[src/rtl/multibit_mcp_pkg.sv]
// Shared sizing helpers and default types for the MCP transmit-side FIFO.
package multibit_mcp_pkg;

  localparam int unsigned DEFAULT_DEPTH = 8;

  // Address width never drops below one bit, so a 2-entry FIFO still has a real address.
  function automatic int unsigned addr_width(input int unsigned depth);
    return (depth <= 2) ? 1 : $clog2(depth);
  endfunction

  typedef logic [addr_width(DEFAULT_DEPTH):0]   ptr_t;
  typedef logic [$clog2(DEFAULT_DEPTH+1)-1:0]   level_t;

endpackage

[src/rtl/multibit_mcp_fifo_ram.sv]
// Storage for the MCP transmit FIFO: synchronous write, asynchronous read, no reset.
module multibit_mcp_fifo_ram
  import multibit_mcp_pkg::*;
#(
  parameter int unsigned DATA_WIDTH = 32,
  parameter int unsigned DEPTH      = DEFAULT_DEPTH,
  parameter int unsigned AW         = addr_width(DEPTH)
) (
  input  logic                  clk,
  input  logic                  we,
  input  logic [AW-1:0]         waddr,
  input  logic [DATA_WIDTH-1:0] wdata,
  input  logic [AW-1:0]         raddr,
  output logic [DATA_WIDTH-1:0] rdata
);

  logic [DATA_WIDTH-1:0] mem [DEPTH];

  always_ff @(posedge clk) begin
    if (we) begin
      mem[waddr] <= wdata;
    end
  end

  assign rdata = mem[raddr];

endmodule

[src/rtl/multibit_mcp_tx_fifo.sv]
// First-word-fall-through FIFO feeding the multi-bit MCP synchronizer (a-domain side).
// Define MCP_TX_FIFO_LEVEL_EN to expose the level and almost_full ports.
module multibit_mcp_tx_fifo
  import multibit_mcp_pkg::*;
#(
  parameter int unsigned DATA_WIDTH   = 32,
  parameter int unsigned DEPTH        = DEFAULT_DEPTH,
  parameter int unsigned AFULL_THRESH = DEPTH - 2
) (
  input  logic                         clk,
  input  logic                         reset_n,
  input  logic                         s_valid,
  input  logic [DATA_WIDTH-1:0]        s_data,
  output logic                         s_ready,
  output logic                         m_valid,
  output logic [DATA_WIDTH-1:0]        m_data,
  input  logic                         m_ready
`ifdef MCP_TX_FIFO_LEVEL_EN
  ,
  output logic [$clog2(DEPTH+1)-1:0]   level,
  output logic                         almost_full
`endif
);

  localparam int unsigned AW = addr_width(DEPTH);
  localparam int unsigned PW = AW + 1;

  logic [PW-1:0] wr_ptr, rd_ptr;
  logic [PW-1:0] wr_ptr_nxt, rd_ptr_nxt;
  logic          s_ready_q, m_valid_q;
  logic          push, pop;
  logic          empty_nxt, full_nxt;

  assign push = s_valid & s_ready_q;
  assign pop  = m_valid_q & m_ready;

  always_comb begin
    wr_ptr_nxt = wr_ptr + {{AW{1'b0}}, push};
    rd_ptr_nxt = rd_ptr + {{AW{1'b0}}, pop};
    empty_nxt  = (wr_ptr_nxt == rd_ptr_nxt);
    full_nxt   = (wr_ptr_nxt[AW-1:0] == rd_ptr_nxt[AW-1:0]) &&
                 (wr_ptr_nxt[AW] != rd_ptr_nxt[AW]);
  end

  // Flags are registered from next-state pointers, so neither path bypasses storage.
  always_ff @(posedge clk) begin
    if (!reset_n) begin
      wr_ptr    <= '0;
      rd_ptr    <= '0;
      s_ready_q <= 1'b0;
      m_valid_q <= 1'b0;
    end else begin
      wr_ptr    <= wr_ptr_nxt;
      rd_ptr    <= rd_ptr_nxt;
      s_ready_q <= !full_nxt;
      m_valid_q <= !empty_nxt;
    end
  end

  assign s_ready = s_ready_q;
  assign m_valid = m_valid_q;

  multibit_mcp_fifo_ram #(
    .DATA_WIDTH (DATA_WIDTH),
    .DEPTH      (DEPTH),
    .AW         (AW)
  ) u_ram (
    .clk   (clk),
    .we    (push),
    .waddr (wr_ptr[AW-1:0]),
    .wdata (s_data),
    .raddr (rd_ptr[AW-1:0]),
    .rdata (m_data)
  );

`ifdef MCP_TX_FIFO_LEVEL_EN
  localparam int unsigned LW = $clog2(DEPTH + 1);
  localparam logic [LW-1:0] AFULL_L = LW'(AFULL_THRESH);

  logic [LW-1:0] level_q, level_nxt;
  logic          almost_full_q;

  always_comb begin
    level_nxt = level_q;
    case ({push, pop})
      2'b10:   level_nxt = level_q + 1'b1;
      2'b01:   level_nxt = level_q - 1'b1;
      default: level_nxt = level_q;
    endcase
  end

  always_ff @(posedge clk) begin
    if (!reset_n) begin
      level_q       <= '0;
      almost_full_q <= 1'b0;
    end else begin
      level_q       <= level_nxt;
      almost_full_q <= (level_nxt >= AFULL_L);
    end
  end

  assign level       = level_q;
  assign almost_full = almost_full_q;
`endif

endmodule

[config.mk]
export PLATFORM = sky130hd
export DESIGN_NAME = multibit_mcp_tx_fifo
export DESIGN_NICKNAME = d
export VERILOG_FILES = /design/src/rtl/multibit_mcp_pkg.sv /design/src/rtl/multibit_mcp_fifo_ram.sv /design/src/rtl/multibit_mcp_tx_fifo.sv
export SDC_FILE = /design/constraint.sdc
export NUM_CORES = 1
export LEC_CHECK = 0
export CAP_MARGIN = 20
export CORE_ASPECT_RATIO = 0.9
export CORE_MARGIN = 4
export CORE_UTILIZATION = 59
export DETAILED_ROUTE_END_ITERATION = 10
export PLACE_DENSITY_LB_ADDON = 0.3
export SETUP_SLACK_MARGIN = 0.2
export SLEW_MARGIN = 0
export SYNTH_ARGS = -nofsm -noshare
export SYNTH_HDL_FRONTEND = slang
export SYNTH_SLANG_ARGS = --single-unit
[constraint.sdc]
create_clock -name clk -period 7.65 [get_ports clk]
set_input_delay 1.53 -clock clk [delete_from_list [all_inputs] [get_ports clk]]
set_output_delay 1.53 -clock clk [all_outputs]
set_load 0.01 [all_outputs]
==> impl_metrics.env, run 1 <==
export IMPL_yosysWarnings=0
export IMPL_finalCritPeriodShare_pct=64.2
export IMPL_track_usage_pct=19.6
export IMPL_crit_family="buffers and inverters"
export IMPL_path_class="flop to output port"
export IMPL_slowest_delay_ns=0.83
export IMPL_core_area_um2=16800
export IMPL_ioPinCount=70
export IMPL_grt_use_met2_pct=32.8
export IMPL_period_minus_slack_ns=4.91
export IMPL_grt_overflow=0
export IMPL_min_to="rd_ptr[3]"
export IMPL_grt_pass1_vias=4922
export IMPL_design_area_um2=12000
export IMPL_post_cts_buffers=0
export IMPL_drt_iter0_drc=288
export IMPL_tns_ns=0
export IMPL_finalSetupViolations=0
export IMPL_ir_worst_vdd_uv=302
export IMPL_r2r_end="u_ram.mem[1][23]"
export IMPL_power_density_nw_per_um2=264
export IMPL_nets=550
export IMPL_hold_viol=0
export IMPL_ys_seq_area_share_pct=78.0
export IMPL_ys_ff_latch=266
export IMPL_whs_path_depth=2
export IMPL_cts_resized=0
export IMPL_slew_headroom_pct=25.4
export IMPL_synth_distinct_cells=24
export IMPL_worstHoldStart="rd_ptr[3]"
export IMPL_pre_cts_ws_ns=3.18
export IMPL_yosys_area_top_type="edfxtp_1"
export IMPL_min_path_type="flop to flop"
export IMPL_die_area_um2=19300
export IMPL_cts_made_buffers=26
export IMPL_synth_nets=462
export IMPL_routed_wl_mm=18.4
export IMPL_area_growth_pct=18.6
export IMPL_initial_core_util_pct=60.1
export IMPL_antenna_found_initial=0
export IMPL_met1_usage_pct=26.9
export IMPL_vias_per_cell=6.11
export IMPL_clock_fmax_mhz=204
export IMPL_final_util_pct=71.3
export IMPL_slowest_stage="dfxtp_4"
export IMPL_drtPass1Iterations=4
export IMPL_synth_commonest_cells="edfxtp_1, mux4_2, mux2_2, dfxtp_1, and2_1"
export IMPL_rsz0062_at_grt="no"
export IMPL_ys_flop_type="edfxtp_1"
export IMPL_syn_inst=423
export IMPL_clockRootBuffer="clkbuf_16"
export IMPL_cp_cell_sequence="buf_4 > mux4_2 > mux2_2 > clkdlybuf4s50_1"
export IMPL_post_dp_cell_area_um2=11100
export IMPL_diodes=0
export IMPL_status="complete, no violations"
export IMPL_core_rowCount=45
export IMPL_use_met3_pct=3.99
export IMPL_drc_errors=0
export IMPL_die_w_um=146
export IMPL_synth_edf_count=256
export IMPL_critPathLaunchType="flop"
export IMPL_syn_cell_area_um2=10100
export IMPL_timing_rr_start="s_ready"
export IMPL_cts_max_level=1
export IMPL_fin_ws_ns=2.74
export IMPL_vias=4531
export IMPL_yosysTopAreaCellShare_pct=76.0
export IMPL_dp_hpwl_mm=9.80
export IMPL_cp_data_required_time_ns=6.12
export IMPL_clk_pin_slew_ns=0.06
export IMPL_worst_pin_slew_ns=1.12
export IMPL_port_buffers=69
export IMPL_synth_most_common_cell="edfxtp_1"
export IMPL_wl_per_cell_um=24.8
export IMPL_synthTopCellsByArea="edfxtp_1, mux4_2, mux2_2"
export IMPL_synth_avg_cell_area_um2=23.9
export IMPL_r2r_slack_ns=5.18
export IMPL_cts_hold_buffers=0
export IMPL_cts_tree="yes"
export IMPL_cp_max_fo=35
export IMPL_die_h_um=132
export IMPL_grt_start_max_net_pins=67
export IMPL_gr_max_usage_layer="met2"
export IMPL_final_max_slew_viol_count=0
export IMPL_skew_ns=0.00693
export IMPL_gp_congestion=0.705
export IMPL_end_kind="output port"
export IMPL_drtAntennaViolNets=0
export IMPL_async_flop_share_pct=0
export IMPL_power_leakage_nw=3.79
export IMPL_cts_path_max_buffers=3
export IMPL_post_route_cells_drive_above_1_share_pct=29.8
export IMPL_cp_num_buf_inv=2
export IMPL_insertion_delay_ns=0.52
export IMPL_grt_pass1_wl_mm=28.9
export IMPL_clkSinkCount=266
export IMPL_crit_arrival_ns=3.38
export IMPL_reg2reg_depth=3
export IMPL_maxCapViolCount=0
[area by class of cell]
class                      count  area, um2
multi-input combinational    138       2150
tap                          211        264
inverter                       1       3.75
timing repair buffer          78        758
clock buffer                  29        683
fill                         965       4830
clock inverter                19        246
sequential                   266       7900
[tightest hold or removal path, stage by stage (launching register included)]
cell and delay, ns:
dfxtp_1 0.34, xnor2_1 0.14, and2_1 0.12
[cell usage in the layout, fill, tap and decap left out]
cell type,synthesis,routed
nand3_1,2,2
nor3_2,0,2
clkinv_4,0,1
and2_1,8,8
bufinv_16,0,6
clkbuf_1,4,2
ha_1,3,3
nand2b_1,2,2
edfxtp_1,256,256
dfxtp_4,0,2
nor2_4,0,6
or4_4,1,1
clkbuf_16,0,27
a21boi_1,1,1
clkinv_1,0,5
o21a_1,2,2
a21oi_1,1,1
clkdlybuf4s50_1,0,69
buf_4,0,9
xor2_1,6,6
clkinv_2,0,6
nand2_1,1,1
dfxtp_1,10,7
mux2_2,32,32
dfxtp_2,0,1
nand3b_1,1,1
inv_1,1,1
inv_6,0,1
a21bo_1,1,1
mux4_2,64,64
xnor2_1,4,4
and3_1,1,1
[per-stage QoR]
| step | instances | power, mW | hold slack [ns] |
|---|---|---|---|
| after global placement | 694 | 1.84 | 0.585 |
| after CTS | 742 | 3.20 | 0.635 |
| after detailed placement | 694 | 1.85 | 0.615 |
| after floorplan | 423 | 1.76 | 0.567 |
| after global routing | 742 | 3.27 | 0.667 |
| final | 742 | 3.17 | 0.631 |
[power by group]
part,switching [mW],internal (mW)
combinational,0.0716,0.110
clock,0.513,0.845
sequential,0.0183,1.61
[sequential cells by signal, indices dropped and copies added (netlist names)]
signal and count:
m_valid 1, rd_ptr 4, s_ready 1, u_ram.mem 256
wr_ptr 4
[cell families (layout without fill, tap and decap cells)]
family | after synthesis | after routing | share of synthesized area, %
AND/OR/NAND/NOR | 24 | 24 | 1.32
buffers and inverters | 19 | 127 | 1.31
adder cells (fa/ha/maj) | 3 | 3 | 0.371
multiplexers | 96 | 96 | 17.8
AO/OA/AOI/OAI | 5 | 5 | 0.371
flip-flops | 266 | 266 | 78.0
XOR/XNOR | 10 | 10 | 0.866
[how the worst max path moves through the flow]
stage | startpoint | to | slack (ns) | cells after the start
floorplan | s_valid | u_ram.mem[0][0] | 3.26 | 2
global placement | rd_ptr[0] | m_data[30] | 3.22 | 4
detailed placement | rd_ptr[0] | m_data[20] | 3.18 | 4
CTS | rd_ptr[0] | m_data[20] | 2.62 | 4
global route | rd_ptr[0] | m_data[24] | 2.49 | 4
finish | rd_ptr[0] | m_data[20] | 2.74 | 4
[routing by layer]
layer	wire (um)	vias up
met5	0	-
met4	489	0
met3	935	38
met2	9300	130
met1	7640	2407
li1	-	1956
Power figures use the tool's default switching activity.
==> run 2, diff against run 1 <==
CORE_UTILIZATION = 58   (was 59)
clock period = 4.93 ns   (was 7.65 ns; I/O delays follow)
==> impl_metrics.env, run 2 (synthesized netlist as in run 1, its figures left out) <==
export IMPL_worstHoldStart="rd_ptr[3]"
export IMPL_die_area_um2=19600
export IMPL_min_path_type="flop to flop"
export IMPL_drtPass1Iterations=4
export IMPL_gp_congestion=0.687
export IMPL_final_cells=773
export IMPL_cts_resized=0
export IMPL_finalPower_mw=4.88
export IMPL_ir_worst_vdd_uv=275
export IMPL_drt_iter0_drc=372
export IMPL_reg2reg_depth=6
export IMPL_largestRegisters="u_ram.mem x256, rd_ptr x4, wr_ptr x4"
export IMPL_die_w_um=147
export IMPL_critPathLaunchType="flop"
export IMPL_post_dp_cell_area_um2=11200
export IMPL_dp_hpwl_mm=10.3
export IMPL_cts_hold_buffers=0
export IMPL_drtAntennaViolNets=0
export IMPL_timing_rr_start="rd_ptr[0]"
export IMPL_final_common_cell="edfxtp_1"
export IMPL_r2r_slack_ns=2.50
export IMPL_skew_ns=0.00911
export IMPL_grt_start_max_net_pins=37
export IMPL_dp_cells=725
export IMPL_antenna_found_initial=1
export IMPL_clock_fmax_mhz=249
export IMPL_tns_ns=0
export IMPL_track_usage_pct=19.2
export IMPL_vias_per_cell=5.85
export IMPL_ioPinCount=70
export IMPL_port_buffers=69
export IMPL_multi_input_area_um2=2150
export IMPL_cts_tree="yes"
export IMPL_status="complete, no violations"
export IMPL_top_register="u_ram.mem"
export IMPL_post_route_cells_drive_above_1_share_pct=30.9
export IMPL_core_area_um2=17000
export IMPL_path_class="flop to output port"
export IMPL_power_leakage_nw=3.80
export IMPL_final_max_slew_viol_count=0
export IMPL_whs_path_depth=2
export IMPL_routed_wl_mm=18.5
export IMPL_register_area_um2=7890
export IMPL_min_to="rd_ptr[3]"
export IMPL_final_cell_mix="edfxtp_1, clkdlybuf4s50_1, mux4_2, mux2_2, clkbuf_16"
export IMPL_slowest_delay_ns=0.83
export IMPL_clk_pin_slew_ns=0.06
export IMPL_end_kind="output port"
export IMPL_vias=4522
export IMPL_post_cts_buffers=0
export IMPL_fin_hold_ws_ns=0.617
export IMPL_wl_per_cell_um=23.9
export IMPL_nets=557
export IMPL_clockRootBuffer="clkbuf_16"
export IMPL_period_minus_slack_ns=4.02
export IMPL_diodes=0
export IMPL_maxCapViolCount=0
export IMPL_nFillCells=1024
export IMPL_cts_max_level=1
export IMPL_power_density_nw_per_um2=404
export IMPL_worst_pin_slew_ns=1.13
export IMPL_rsz0062_at_grt="no"
export IMPL_slew_headroom_pct=24.6
export IMPL_area_growth_pct=19.4
export IMPL_grt_pass1_wl_mm=28.7
export IMPL_cts_path_max_buffers=3
export IMPL_cp_cell_sequence="buf_12 > mux4_2 > mux2_2 > clkdlybuf4s50_1"
export IMPL_crit_arrival_ns=3.04
export IMPL_cp_data_required_time_ns=3.94
export IMPL_design_area_um2=12100
export IMPL_initial_core_util_pct=59.5
export IMPL_cts_made_buffers=26
export IMPL_cp_max_fo=36
export IMPL_hold_viol=0
export IMPL_r2r_end="m_valid"
export IMPL_grt_pass1_vias=4829
export IMPL_core_rowCount=45
export IMPL_clkSinkCount=266
export IMPL_drc_errors=0
export IMPL_finalSetupViolations=0
export IMPL_grt_overflow=0
export IMPL_finalCritPeriodShare_pct=81.6
export IMPL_largest_reg_flops=256
export IMPL_insertion_delay_ns=0.52
export IMPL_slowest_stage="dfxtp_4"
export IMPL_die_h_um=133
[run 2: cell types whose count changed in the layout (fill, tap and decap cells not counted)]
cell	before	now
bufinv_16	6	5
clkinv_1	5	4
inv_6	1	0
buf_4	9	15
buf_12	0	1
dfxtp_4	2	1
clkinv_4	1	0
clkinvlp_4	0	4
dfxtp_2	1	2
[run 2: area by class of cell]
class                      instances  share of cell area [%]
timing repair buffer              85                    6.82
clock buffer                      29                    5.66
inverter                           1                  0.0311
multi-input combinational        138                    17.8
sequential                       266                    65.4
clock inverter                    19                    1.86
tap                              235                    2.43
[run 2: how the worst max path moves through the flow]
stage | from | endpoint | slack (ns)
6_report | rd_ptr[0] | m_data[26] | 0.91
5_1_grt | rd_ptr[0] | m_data[13] | 0.70
4_1_cts | rd_ptr[0] | m_data[22] | 0.81
3_5_place_dp | rd_ptr[0] | m_data[26] | 1.38
3_3_place_gp | rd_ptr[0] | m_data[26] | 1.39
2_1_floorplan | s_valid | u_ram.mem[0][0] | 1.08
[run 2: per-layer routing]
metal / GRT usage (%) / vias up / share of wire (%)
li1: - / 1981 / -
met1: 28.2 / 2388 / 42
met2: 31.6 / 125 / 51
met3: 3.20 / 26 / 4.9
met4: 3.73 / 2 / 1.4
met5: 0 / - / 0.070
[run 2: power by group]
group / leakage, nW / internal [mW] / total (mW) / switching, mW
Clock: 0.436 / 1.26 / 2.07 / 0.807
Sequential: 2.40 / 2.50 / 2.53 / 0.0254
Combinational: 0.970 / 0.175 / 0.288 / 0.114
Total: 3.80 / 3.93 / 4.88 / 0.947
[run 2: critical path, delay by kind of cell, from the launching register on]
family                 cells  cell delay [ns]
DFF                        1             0.83
muxes                      2             0.83
buffers and inverters      2             0.80
[run 2: metrics by stage]
step	util, %	setup slack, ns
after CTS	71.0	0.813
after detailed placement	65.7	1.38
after global routing	71.0	0.699
after global placement	65.7	1.39
after floorplan	-	1.08
final	71.0	0.907
